$ cat config.mk
export PLATFORM = sky130hd
export DESIGN_NAME = apex_exec_tracker
export DESIGN_NICKNAME = d
export VERILOG_FILES = /design/src/rtl/apex_pkg.sv /design/src/rtl/apex_sat_counter.sv /design/src/rtl/apex_exec_tracker.sv
export SDC_FILE = /design/constraint.sdc
export NUM_CORES = 1
export LEC_CHECK = 0
export CAP_MARGIN = 25
export CORE_UTILIZATION = 40
export DETAILED_ROUTE_END_ITERATION = 10
export PLACE_DENSITY = 0.74
export SYNTH_ARGS = -nofsm -noshare
export SYNTH_HDL_FRONTEND = slang
export SYNTH_SLANG_ARGS = --single-unit
$ cat constraint.sdc
create_clock -name clk -period 2 [get_ports clk]
set_input_delay 0.5 -clock clk [delete_from_list [all_inputs] [get_ports clk]]
set_output_delay 0.5 -clock clk [all_outputs]
set_load 0.02 [all_outputs]
$ cat src/rtl/apex_pkg.sv
// rtl/apex_pkg.sv - shared state encoding for the APEX exec tracker
package apex_pkg;

    typedef enum logic [1:0] {
        IDLE = 2'd0,
        RUN  = 2'd1,
        DONE = 2'd2,
        FAIL = 2'd3
    } apex_state_t;

endpackage

$ cat src/rtl/apex_sat_counter.sv
// rtl/apex_sat_counter.sv - saturating cycle counter, loadable to one
module apex_sat_counter #(
    parameter int CNT_W = 16
) (
    input  logic             clk,
    input  logic             reset_n,
    input  logic             clr_to_one,
    input  logic             inc,
    output logic [CNT_W-1:0] count
);

    always_ff @(posedge clk or negedge reset_n) begin
        if (!reset_n) begin
            count <= '0;
        end else if (clr_to_one) begin
            count <= CNT_W'(1);
        end else if (inc && (count != '1)) begin
            count <= count + 1'b1;
        end
    end

endmodule

$ cat src/rtl/apex_exec_tracker.sv
// rtl/apex_exec_tracker.sv - tracks one clean pass through ER and flags EXEC
module apex_exec_tracker
    import apex_pkg::*;
#(
    parameter int CNT_W     = 16,
    parameter bit IRQ_ABORT = 1'b1
) (
    input  logic             clk,
    input  logic             reset_n,
    input  logic [15:0]      pc,
    input  logic [15:0]      ER_min,
    input  logic [15:0]      ER_max,
    input  logic             exec_in,
    input  logic             violation,
    input  logic             irq,
    output logic             exec_flag,
    output logic [1:0]       state,
    output logic [CNT_W-1:0] er_cycles,
    output logic             er_done,
    output logic             er_abort
);

    apex_state_t state_q;
    apex_state_t state_d;
    logic        prev_max;
    logic        in_er;
    logic        start;
    logic        meta_bad;
    logic        bad;
    logic        done_d;
    logic        abort_d;
    logic        cnt_clr;
    logic        cnt_inc;

    assign in_er    = (pc >= ER_min) && (pc <= ER_max);
    assign start    = (pc == ER_min) && exec_in && !violation;
    assign meta_bad = !exec_in || violation;
    // irq only matters while the code inside ER is executing
    assign bad      = meta_bad || (IRQ_ABORT && irq);
    assign state    = state_q;

    always_comb begin
        state_d = state_q;
        done_d  = 1'b0;
        abort_d = 1'b0;
        cnt_clr = 1'b0;
        cnt_inc = 1'b0;
        case (state_q)
            IDLE, FAIL: begin
                if (start) begin
                    state_d = RUN;
                    cnt_clr = 1'b1;
                end
            end
            RUN: begin
                if (bad) begin
                    state_d = FAIL;
                    abort_d = 1'b1;
                end else if (!in_er && prev_max) begin
                    state_d = DONE;
                    done_d  = 1'b1;
                end else if (!in_er) begin
                    state_d = FAIL;
                    abort_d = 1'b1;
                end else begin
                    cnt_inc = 1'b1;
                end
            end
            DONE: begin
                if (meta_bad) begin
                    state_d = FAIL;
                    abort_d = 1'b1;
                end else if (start) begin
                    state_d = RUN;
                    cnt_clr = 1'b1;
                end
            end
            default: state_d = IDLE;
        endcase
    end

    always_ff @(posedge clk or negedge reset_n) begin
        if (!reset_n) begin
            state_q   <= IDLE;
            exec_flag <= 1'b0;
            er_done   <= 1'b0;
            er_abort  <= 1'b0;
            prev_max  <= 1'b0;
        end else begin
            state_q   <= state_d;
            exec_flag <= (state_d == DONE);
            er_done   <= done_d;
            er_abort  <= abort_d;
            prev_max  <= (pc == ER_max);
        end
    end

    apex_sat_counter #(
        .CNT_W(CNT_W)
    ) u_cycles (
        .clk        (clk),
        .reset_n    (reset_n),
        .clr_to_one (cnt_clr),
        .inc        (cnt_inc),
        .count      (er_cycles)
    );

endmodule
==> impl_metrics.py, run 1 <==
metrics = {
    "run_status": {
        "outcome": "finished with violations",
        "violations": "negative setup slack",
    },
    "detailed_routing": {
        "drc": 0,
        "vias_per_cell": 5.84,
        "dr.pass1.iters": 5,
        "routed_wl_um": 8900,
        "vias": 2846,
        "ant_nets": 0,
        "drt_iter0_markers": 263,
        "wire_per_inst_um": 18.3,
    },
    "sta": {
        "relSlewSlack_pct": 72.1,
        "final_max_slew_viol_count": 0,
        "skew_ns": 0.0103,
        "period_share_pct": 116,
        "min_period_ns": 2.32,
        "rsz0062_at_grt": "yes",
        "setup_viol": 21,
        "tightest_slew_ns": 0.415,
        "worst_slack_ns": -0.323,
        "hold_viol_final": 0,
        "fmax_mhz": 431,
    },
    "clocking": {
        "hold_buffers": 0,
        "htreeDepth": 1,
        "cts_buffer_depth": 2,
        "clkTransAtPathRegs_ns": 0.10,
        "cts_sinks": 22,
        "cts_buffers": 3,
        "clock_latency_ns": 0.28,
        "cts_tree": "done",
        "clockRootBuffer": "clkbuf_8",
    },
    "pwr": {
        "power_leakage_nw": 1.94,
        "vdd_ir_drop_max_mv": 0.690,
        "total_power_mw": 2.48,
        "p_per_area_nw_per_um2": 571,
    },
    "layout": {
        "stdcell_count": 487,
        "syn_to_final_growth_pct": 97.8,
        "mostFrequentLayoutCells": "buf_4, ha_4, clkdlybuf4s50_1",
        "design_area_um2": 4330,
        "nets": 506,
        "final_layout_size_suffix_gt1_share_pct": 58.3,
        "layout_commonest_cell": "buf_4",
        "diodes": 0,
        "num-fill-cells": 288,
    },
    "floorplan": {
        "die_x_um": 76.0,
        "rows": 26,
        "core_area_um2": 5200,
        "initial_core_util_pct": 42.1,
        "die_area_um2": 5780,
        "ios": 74,
        "die_h_um": 76.0,
    },
    "setup_path": {
        "path_max_fanout": 7,
        "startpoint": "ER_max[15]",
        "end_kind": "register",
        "arrival_ns": 2.49,
        "rr_endpoint": "u_cycles.count[5]$_DFFE_PN0P_",
        "r2r_setup_slack_ns": -0.13,
        "crit_path_start_kind": "primary input",
        "cp-endpoint": "u_cycles.count[15]$_DFFE_PN0P_",
        "critPathKind": "primary input to register",
        "reg2reg_depth": 7,
        "crit_required_ns": 2.17,
        "timing.rr.start": "state[1]$_DFF_PN0_",
    },
    "placement": {
        "dpl.hpwl_um": 5600,
        "dpl_cell_area_um2": 3910,
        "dp_cells": 458,
        "port_buffers": 73,
        "routabilityCongestion": 0.811,
    },
    "global_route": {
        "grt_max_degree": 23,
        "grt_pass1_wl_um": 14100,
        "overflow": 0,
        "antenna_found_initial": 0,
        "grt_pass1_vias": 2931,
        "track_usage_pct": 30.6,
    },
    "yosys": {
        "yosysSeqAreaShare_pct": 25.1,
        "syn_area_per_cell_um2": 8.33,
        "yosys_warnings": 0,
        "synth_nets": 351,
        "synth_cells": 263,
        "syn-cell-area_um2": 2190,
        "yosysUniqueCellTypes": 47,
        "ys_ff_latch": 22,
        "yosys.area.top_type_share_pct": 25.1,
        "synth_top_area_cell": "dfrtp_1",
        "synthTopCellsByArea": "dfrtp_1, ha_1, inv_1, a21oi_1, nand4_1",
        "synthFlopType": "dfrtp_1",
        "synth_edf_count": 0,
        "async_flop_share_pct": 100,
    },
    "flow_run": {
        "drv_cap": 0,
    },
    "min_path": {
        "hp-class": "register to register",
    },
}
==> per-layer routing <==
layer  wire length (um)  GRT usage (%)
met3                650           4.67
met2               4570           55.8
met4                272           9.81
met5                  0              0
met1               3410           36.7
==> worst max-delay path, stage by stage <==
cell	delay [ns]
buf_8	0.09
inv_12	0.03
ha_4	0.25
nand4_1	0.14
or2_1	0.28
or4_4	0.46
buf_6	0.14
o31a_4	0.14
buf_6	0.14
o31ai_4	0.23
a21oi_2	0.08
==> cell usage after synthesis (2+ instances only) <==
master    number
nand4_1       16
o31ai_1        7
mux2i_1        7
a21oi_1       20
dfrtp_1       22
inv_1         41
or3_1          3
a21o_1         4
nor3_1         6
a211oi_1       2
nor2_1         6
and3_1         5
o311ai_0       2
nand3_1        9
nor2b_1        2
nand2_1       22
clkbuf_1       3
ha_1          35
nor4_1         4
a31o_2         3
or2_2          2
or4_1          6
o21ai_0        4
nand2b_1       9
==> metrics by stage <==
| step | hold WS [ns] | setup WS, ns | util [%] | setup TNS, ns |
|---|---|---|---|---|
| after detailed placement | 0.548 | -1.12 | 75.0 | -22.25 |
| after global placement | 0.544 | -1.03 | 75.0 | -20.70 |
| final | 0.558 | -0.323 | 83.2 | -5.07 |
| after floorplan | 0.204 | -0.256 | - | -3.16 |
| after global routing | 0.563 | -0.390 | 83.2 | -6.24 |
| after CTS | 0.570 | -0.471 | 83.0 | -7.01 |
==> where the power goes <==
group	switching [mW]	leakage, nW	internal (mW)
Sequential	0.0384	0.286	0.504
Clock	0.172	0.0357	0.268
Combinational	0.767	1.61	0.727
Total	0.977	1.94	1.50
==> cell type report <==
| class | instances | area, um2 | share of cell area (%) |
|---|---|---|---|
| timing repair buffer | 151 | 1210 | 27.9 |
| multi-input combinational | 199 | 2190 | 50.6 |
| tap | 70 | 87.6 | 2.02 |
| clock buffer | 3 | 41.3 | 0.953 |
| clock inverter | 1 | 30.0 | 0.693 |
| inverter | 41 | 221 | 5.11 |
| sequential | 22 | 552 | 12.7 |
==> worst min path at each step <==
stage / start / endpoint / slack, ns / cells after the start
6_report: prev_max$_DFF_PN0_ / er_done$_DFF_PN0_ / 0.56 / 1
5_1_grt: prev_max$_DFF_PN0_ / er_done$_DFF_PN0_ / 0.56 / 1
4_1_cts: u_cycles.count[14]$_DFFE_PN0P_ / u_cycles.count[14]$_DFFE_PN0P_ / 0.57 / 2
3_5_place_dp: prev_max$_DFF_PN0_ / er_done$_DFF_PN0_ / 0.55 / 1
3_3_place_gp: prev_max$_DFF_PN0_ / er_done$_DFF_PN0_ / 0.54 / 1
2_1_floorplan: reset_n / er_abort$_DFF_PN0_ / 0.20 / 0
==> registers in the layout, indices dropped and copies added, names as in the netlist <==
register / count
u_cycles.count: 16
state: 2
er_abort: 1
er_done: 1
exec_flag: 1
prev_max: 1
==> kinds of logic after synthesis <==
logic type,count (synthesis),synth area share (%)
flops,22,25.1
mux,7,3.20
buf+inv,46,8.11
compound gates,54,17.2
simple gates,99,26.3
fa+ha+maj,35,20.0
==> repair_timing <==
| action | CTS | global route |
|---|---|---|
| buffers inserted | 79 | 4 |
| setup endpoints to repair | 22 | 22 |
| cloned | 4 | 0 |
| resized for setup | 185 | 64 |
| pin swaps | 40 | 30 |
| hold endpoints to repair | 0 | 0 |
No activity file was read; power rests on OpenSTA's default activity.
==> inputs of run 2 (changes only) <==
RECOVER_POWER = 100   (was default)
SLEW_MARGIN = 20   (was default)
==> impl_metrics.py, run 2 (synthesis gave the netlist of run 1 again) <==
metrics = {
    "setup_path": {
        "cp.buffers_inverters": 4,
        "r2r_setup_slack_ns": -0.12,
        "reg2reg_depth": 7,
        "path_max_fanout": 7,
        "cp_common_cell": "buf_6",
        "crit_chain": "buf_8 -> inv_12 -> ha_4 -> nand4_1 -> or2_1 -> or4_4 -> buf_6 -> o31a_4 -> buf_6 -> o31ai_4 -> a21oi_2",
        "startpoint": "ER_max[15]",
        "max_stage_delay_ns": 0.46,
        "timing.rr.start": "state[1]$_DFF_PN0_",
        "arrival_ns": 2.50,
        "cp-endpoint": "u_cycles.count[15]$_DFFE_PN0P_",
        "crit_required_ns": 2.17,
        "end_kind": "register",
        "path_delay_family": "simple AND/OR/NAND/NOR gates",
        "critPathKind": "primary input to register",
        "crit_cells": 11,
        "critPathSlowestCell": "or4_4",
        "crit_path_start_kind": "primary input",
        "rr_endpoint": "u_cycles.count[7]$_DFFE_PN0P_",
    },
    "sta": {
        "period_share_pct": 117,
        "worst_slack_ns": -0.332,
        "tns_ns": -5.03,
        "min_period_ns": 2.33,
        "rsz0062_at_grt": "yes",
        "relSlewSlack_pct": 58.9,
        "final_max_slew_viol_count": 0,
        "setup_viol": 22,
        "tightest_slew_ns": 0.617,
        "fmax_mhz": 429,
        "skew_ns": 0.0112,
        "hold_viol_final": 0,
    },
    "run_status": {
        "outcome": "finished with violations",
        "violations": "negative setup slack",
    },
    "global_route": {
        "track_usage_pct": 30.6,
        "grt_pass1_vias": 2931,
        "grt_max_degree": 23,
        "antenna_found_initial": 0,
        "grt_pass1_wl_um": 14100,
        "overflow": 0,
    },
    "layout": {
        "ff_latch_area_um2": 552,
        "regMostFlops": "u_cycles.count",
        "final_layout_size_suffix_gt1_share_pct": 56.8,
        "diodes": 0,
        "syn_to_final_growth_pct": 96.2,
        "nets": 506,
        "largest_reg_flops": 16,
        "multi_input_area_um2": 2190,
        "num-fill-cells": 297,
        "postLayoutCoreUtil_pct": 82.6,
        "layout_commonest_cell": "buf_4",
        "mostFrequentLayoutCells": "buf_4, ha_4, clkbuf_2, buf_6, dfrtp_1",
    },
    "detailed_routing": {
        "drt_iter0_markers": 251,
        "drc": 0,
        "routed_wl_um": 8970,
        "vias_per_cell": 5.83,
        "wire_per_inst_um": 18.4,
        "vias": 2840,
        "ant_nets": 0,
        "dr.pass1.iters": 8,
    },
    "clocking": {
        "cts_sinks": 22,
        "cts_tree": "done",
        "htreeDepth": 1,
        "cts_buffers": 3,
        "clockRootBuffer": "clkbuf_8",
        "clock_latency_ns": 0.27,
        "cts_buffer_depth": 2,
        "clkTransAtPathRegs_ns": 0.10,
    },
    "placement": {
        "port_buffers": 73,
        "routabilityCongestion": 0.811,
        "dpl.hpwl_um": 5600,
    },
    "floorplan": {
        "ios": 74,
        "die_x_um": 76.0,
        "die_area_um2": 5780,
        "core_area_um2": 5200,
        "die_h_um": 76.0,
        "initial_core_util_pct": 42.1,
        "rows": 26,
    },
    "flow_run": {
        "drv_cap": 0,
    },
    "pwr": {
        "vdd_ir_drop_max_mv": 0.683,
        "power_leakage_nw": 1.92,
        "p_per_area_nw_per_um2": 570,
        "total_power_mw": 2.45,
    },
    "min_path": {
        "hp-class": "register to register",
    },
}
run 2: cell count changes in the layout (fill, tap and decap cells not counted), sizes merged:
cell	previous run	this run
dlygate4sd3	0	11
clkdlybuf4s50	25	14
clkbuf	21	31
buf	103	93
run 2: worst min-delay path by stage:
stage                                                 to                      startpoint  depth (start not counted)  slack, ns
after detailed placement               er_done$_DFF_PN0_              prev_max$_DFF_PN0_                          1       0.55
after floorplan                       er_abort$_DFF_PN0_                         reset_n                          0       0.20
after global routing                   er_done$_DFF_PN0_              prev_max$_DFF_PN0_                          1       0.56
after CTS                 u_cycles.count[14]$_DFFE_PN0P_  u_cycles.count[14]$_DFFE_PN0P_                          2       0.57
final                                  er_done$_DFF_PN0_              prev_max$_DFF_PN0_                          1       0.56
after global placement                 er_done$_DFF_PN0_              prev_max$_DFF_PN0_                          1       0.54
run 2: repair_timing:
item,4_1_cts,5_1_grt
hold buffers,0,0
setup endpoints to repair,22,22
resized for setup,185,64
cloned,4,0
pin swaps,40,30
buffers inserted,79,4
run 2: per-layer routing:
| metal | routed length, um | part of all wire, % | track usage [%] | up-vias |
|---|---|---|---|---|
| met4 | 312 | 3.5 | 9.81 | 0 |
| met2 | 4570 | 51 | 55.8 | 158 |
| met3 | 603 | 6.7 | 4.67 | 36 |
| met5 | 0 | 0 | 0 | - |
| li1 | - | - | - | 1286 |
| met1 | 3480 | 39 | 36.7 | 1360 |
run 2: per-stage QoR:
step                worst slack (ns)  instance area, um2  hold WS (ns)  instances
floorplan                     -0.256                2700         0.204        263
global placement               -1.03                3910         0.544        458
detailed placement             -1.12                3910         0.548        458
CTS                           -0.471                4320         0.570        486
global route                  -0.390                4300         0.563        487
finish                        -0.332                4300         0.558        487
run 2: area by class of cell:
| type | instances | area share [%] |
|---|---|---|
| timing repair buffer | 151 | 27.3 |
| multi-input combinational | 199 | 51.0 |
| clock buffer | 3 | 0.961 |
| inverter | 41 | 5.15 |
| sequential | 22 | 12.8 |
| tap | 70 | 2.04 |
| clock inverter | 1 | 0.699 |
run 2: report_power, final:
| part | switching (mW) | internal, mW | leakage [nW] |
|---|---|---|---|
| logic | 0.768 | 0.701 | 1.60 |
| registers | 0.0379 | 0.504 | 0.286 |
| clock network | 0.170 | 0.268 | 0.0357 |
| total | 0.975 | 1.47 | 1.92 |
==> inputs of run 3 (changes only) <==
SKIP_CTS_REPAIR_TIMING = 1   (was default)
==> impl_metrics.py, run 3 (synthesis gave the netlist of run 1 again) <==
metrics = {
    "placement": {
        "dpl.hpwl_um": 5600,
        "routabilityCongestion": 0.811,
        "port_buffers": 73,
        "dpl_cell_area_um2": 3910,
        "dp_cells": 458,
    },
    "global_route": {
        "antenna_found_initial": 0,
        "grt_max_degree": 23,
        "grt_pass1_wl_um": 11900,
        "grt_pass1_vias": 2595,
        "track_usage_pct": 25.0,
        "overflow": 0,
    },
    "run_status": {
        "outcome": "finished with violations",
        "violations": "negative setup slack",
    },
    "layout": {
        "multi_input_area_um2": 2090,
        "stdcell_count": 479,
        "largest_reg_flops": 16,
        "diodes": 0,
        "regMostFlops": "u_cycles.count",
        "ff_latch_area_um2": 552,
        "mostFrequentLayoutCells": "buf_4, dlymetal6s2s_1, ha_4",
        "layout_commonest_cell": "buf_4",
        "nets": 498,
        "num-fill-cells": 284,
        "design_area_um2": 4360,
        "syn_to_final_growth_pct": 98.9,
        "final_layout_size_suffix_gt1_share_pct": 48.2,
    },
    "setup_path": {
        "crit_required_ns": 2.20,
        "end_kind": "register",
        "r2r_setup_slack_ns": -0.08,
        "path_max_fanout": 7,
        "crit_path_start_kind": "primary input",
        "critPathKind": "primary input to register",
        "arrival_ns": 2.75,
    },
    "sta": {
        "final_max_slew_viol_count": 0,
        "relSlewSlack_pct": 12.8,
        "skew_ns": 0.00637,
        "fmax_mhz": 393,
        "tightest_slew_ns": 1.31,
        "min_period_ns": 2.54,
        "rsz0062_at_grt": "yes",
        "hold_viol_final": 0,
        "whs_ns": 0.567,
        "setup_viol": 21,
        "worst_slack_ns": -0.542,
        "tns_ns": -8.89,
        "period_share_pct": 127,
    },
    "floorplan": {
        "rows": 26,
        "die_x_um": 76.0,
        "die_area_um2": 5780,
        "core_area_um2": 5200,
        "die_h_um": 76.0,
        "ios": 74,
        "initial_core_util_pct": 42.1,
    },
    "flow_run": {
        "drv_cap": 0,
    },
    "detailed_routing": {
        "wire_per_inst_um": 17.0,
        "routed_wl_um": 8130,
        "dr.pass1.iters": 4,
        "vias_per_cell": 5.66,
        "vias": 2713,
        "drt_iter0_markers": 284,
        "drc": 0,
        "ant_nets": 0,
    },
    "pwr": {
        "p_per_area_nw_per_um2": 558,
        "power_leakage_nw": 2.13,
        "vdd_ir_drop_max_mv": 0.692,
    },
    "clocking": {
        "htreeDepth": 1,
        "cts_buffer_depth": 2,
        "cts_tree": "done",
        "cts_buffers": 3,
        "clkTransAtPathRegs_ns": 0.09,
        "clock_latency_ns": 0.27,
        "clockRootBuffer": "clkbuf_8",
        "cts_sinks": 22,
    },
    "min_path": {
        "hp-class": "register to register",
    },
}
==> run 3: area by class of cell <==
class	count	share of cell area, %
timing repair buffer	144	30.6
inverter	41	5.08
clock buffer	3	0.947
multi-input combinational	198	48.0
tap	70	2.01
clock inverter	1	0.689
sequential	22	12.7
==> run 3: power by group <==
group | switching, mW | internal, mW | total [mW]
registers | 0.0404 | 0.504 | 0.544
clock network | 0.170 | 0.268 | 0.438
logic | 0.731 | 0.720 | 1.45
==> run 3: metal layers <==
| layer | up-vias | routed length, um | share of wire (%) | global-route usage, % |
|---|---|---|---|---|
| li1 | 1267 | - | - | - |
| met1 | 1284 | 3300 | 41 | 31.1 |
| met2 | 131 | 4070 | 50 | 45.9 |
| met3 | 31 | 510 | 6.3 | 3.83 |
| met4 | 0 | 240 | 3.0 | 4.81 |
| met5 | - | 0 | 0 | 0 |
==> run 3: final timing paths <==
kind / cells after the start / endpoint / startpoint
setup / recovery: 11 / u_cycles.count[6]$_DFFE_PN0P_ / ER_max[15]
hold / removal: 2 / u_cycles.count[14]$_DFFE_PN0P_ / u_cycles.count[14]$_DFFE_PN0P_
setup reg to reg: 7 / u_cycles.count[13]$_DFFE_PN0P_ / state[1]$_DFF_PN0_
hold reg to reg: 2 / u_cycles.count[14]$_DFFE_PN0P_ / u_cycles.count[14]$_DFFE_PN0P_
max in group asynchronous: 2 / u_cycles.count[2]$_DFFE_PN0P_ / reset_n
min in group asynchronous: 2 / u_cycles.count[10]$_DFFE_PN0P_ / reset_n
==> run 3: stage by stage <==
step / power [mW] / utilization [%] / setup slack, ns
floorplan: 1.23 / - / -0.256
global placement: 1.76 / 75.0 / -1.03
detailed placement: 1.80 / 75.0 / -1.12
CTS: 2.24 / 76.4 / -0.864
global route: 2.57 / 83.7 / -0.571
finish: 2.43 / 83.7 / -0.542
==> run 3: worst max-delay path: stages <==
cell and delay [ns]:
buf_8 0.09, inv_12 0.03, ha_4 0.25, nand4_1 0.16, or2_1 0.29, or4_4 0.56
o31a_4 0.16, buf_8 0.15, buf_6 0.12, nor4_4 0.23, mux2i_1 0.21
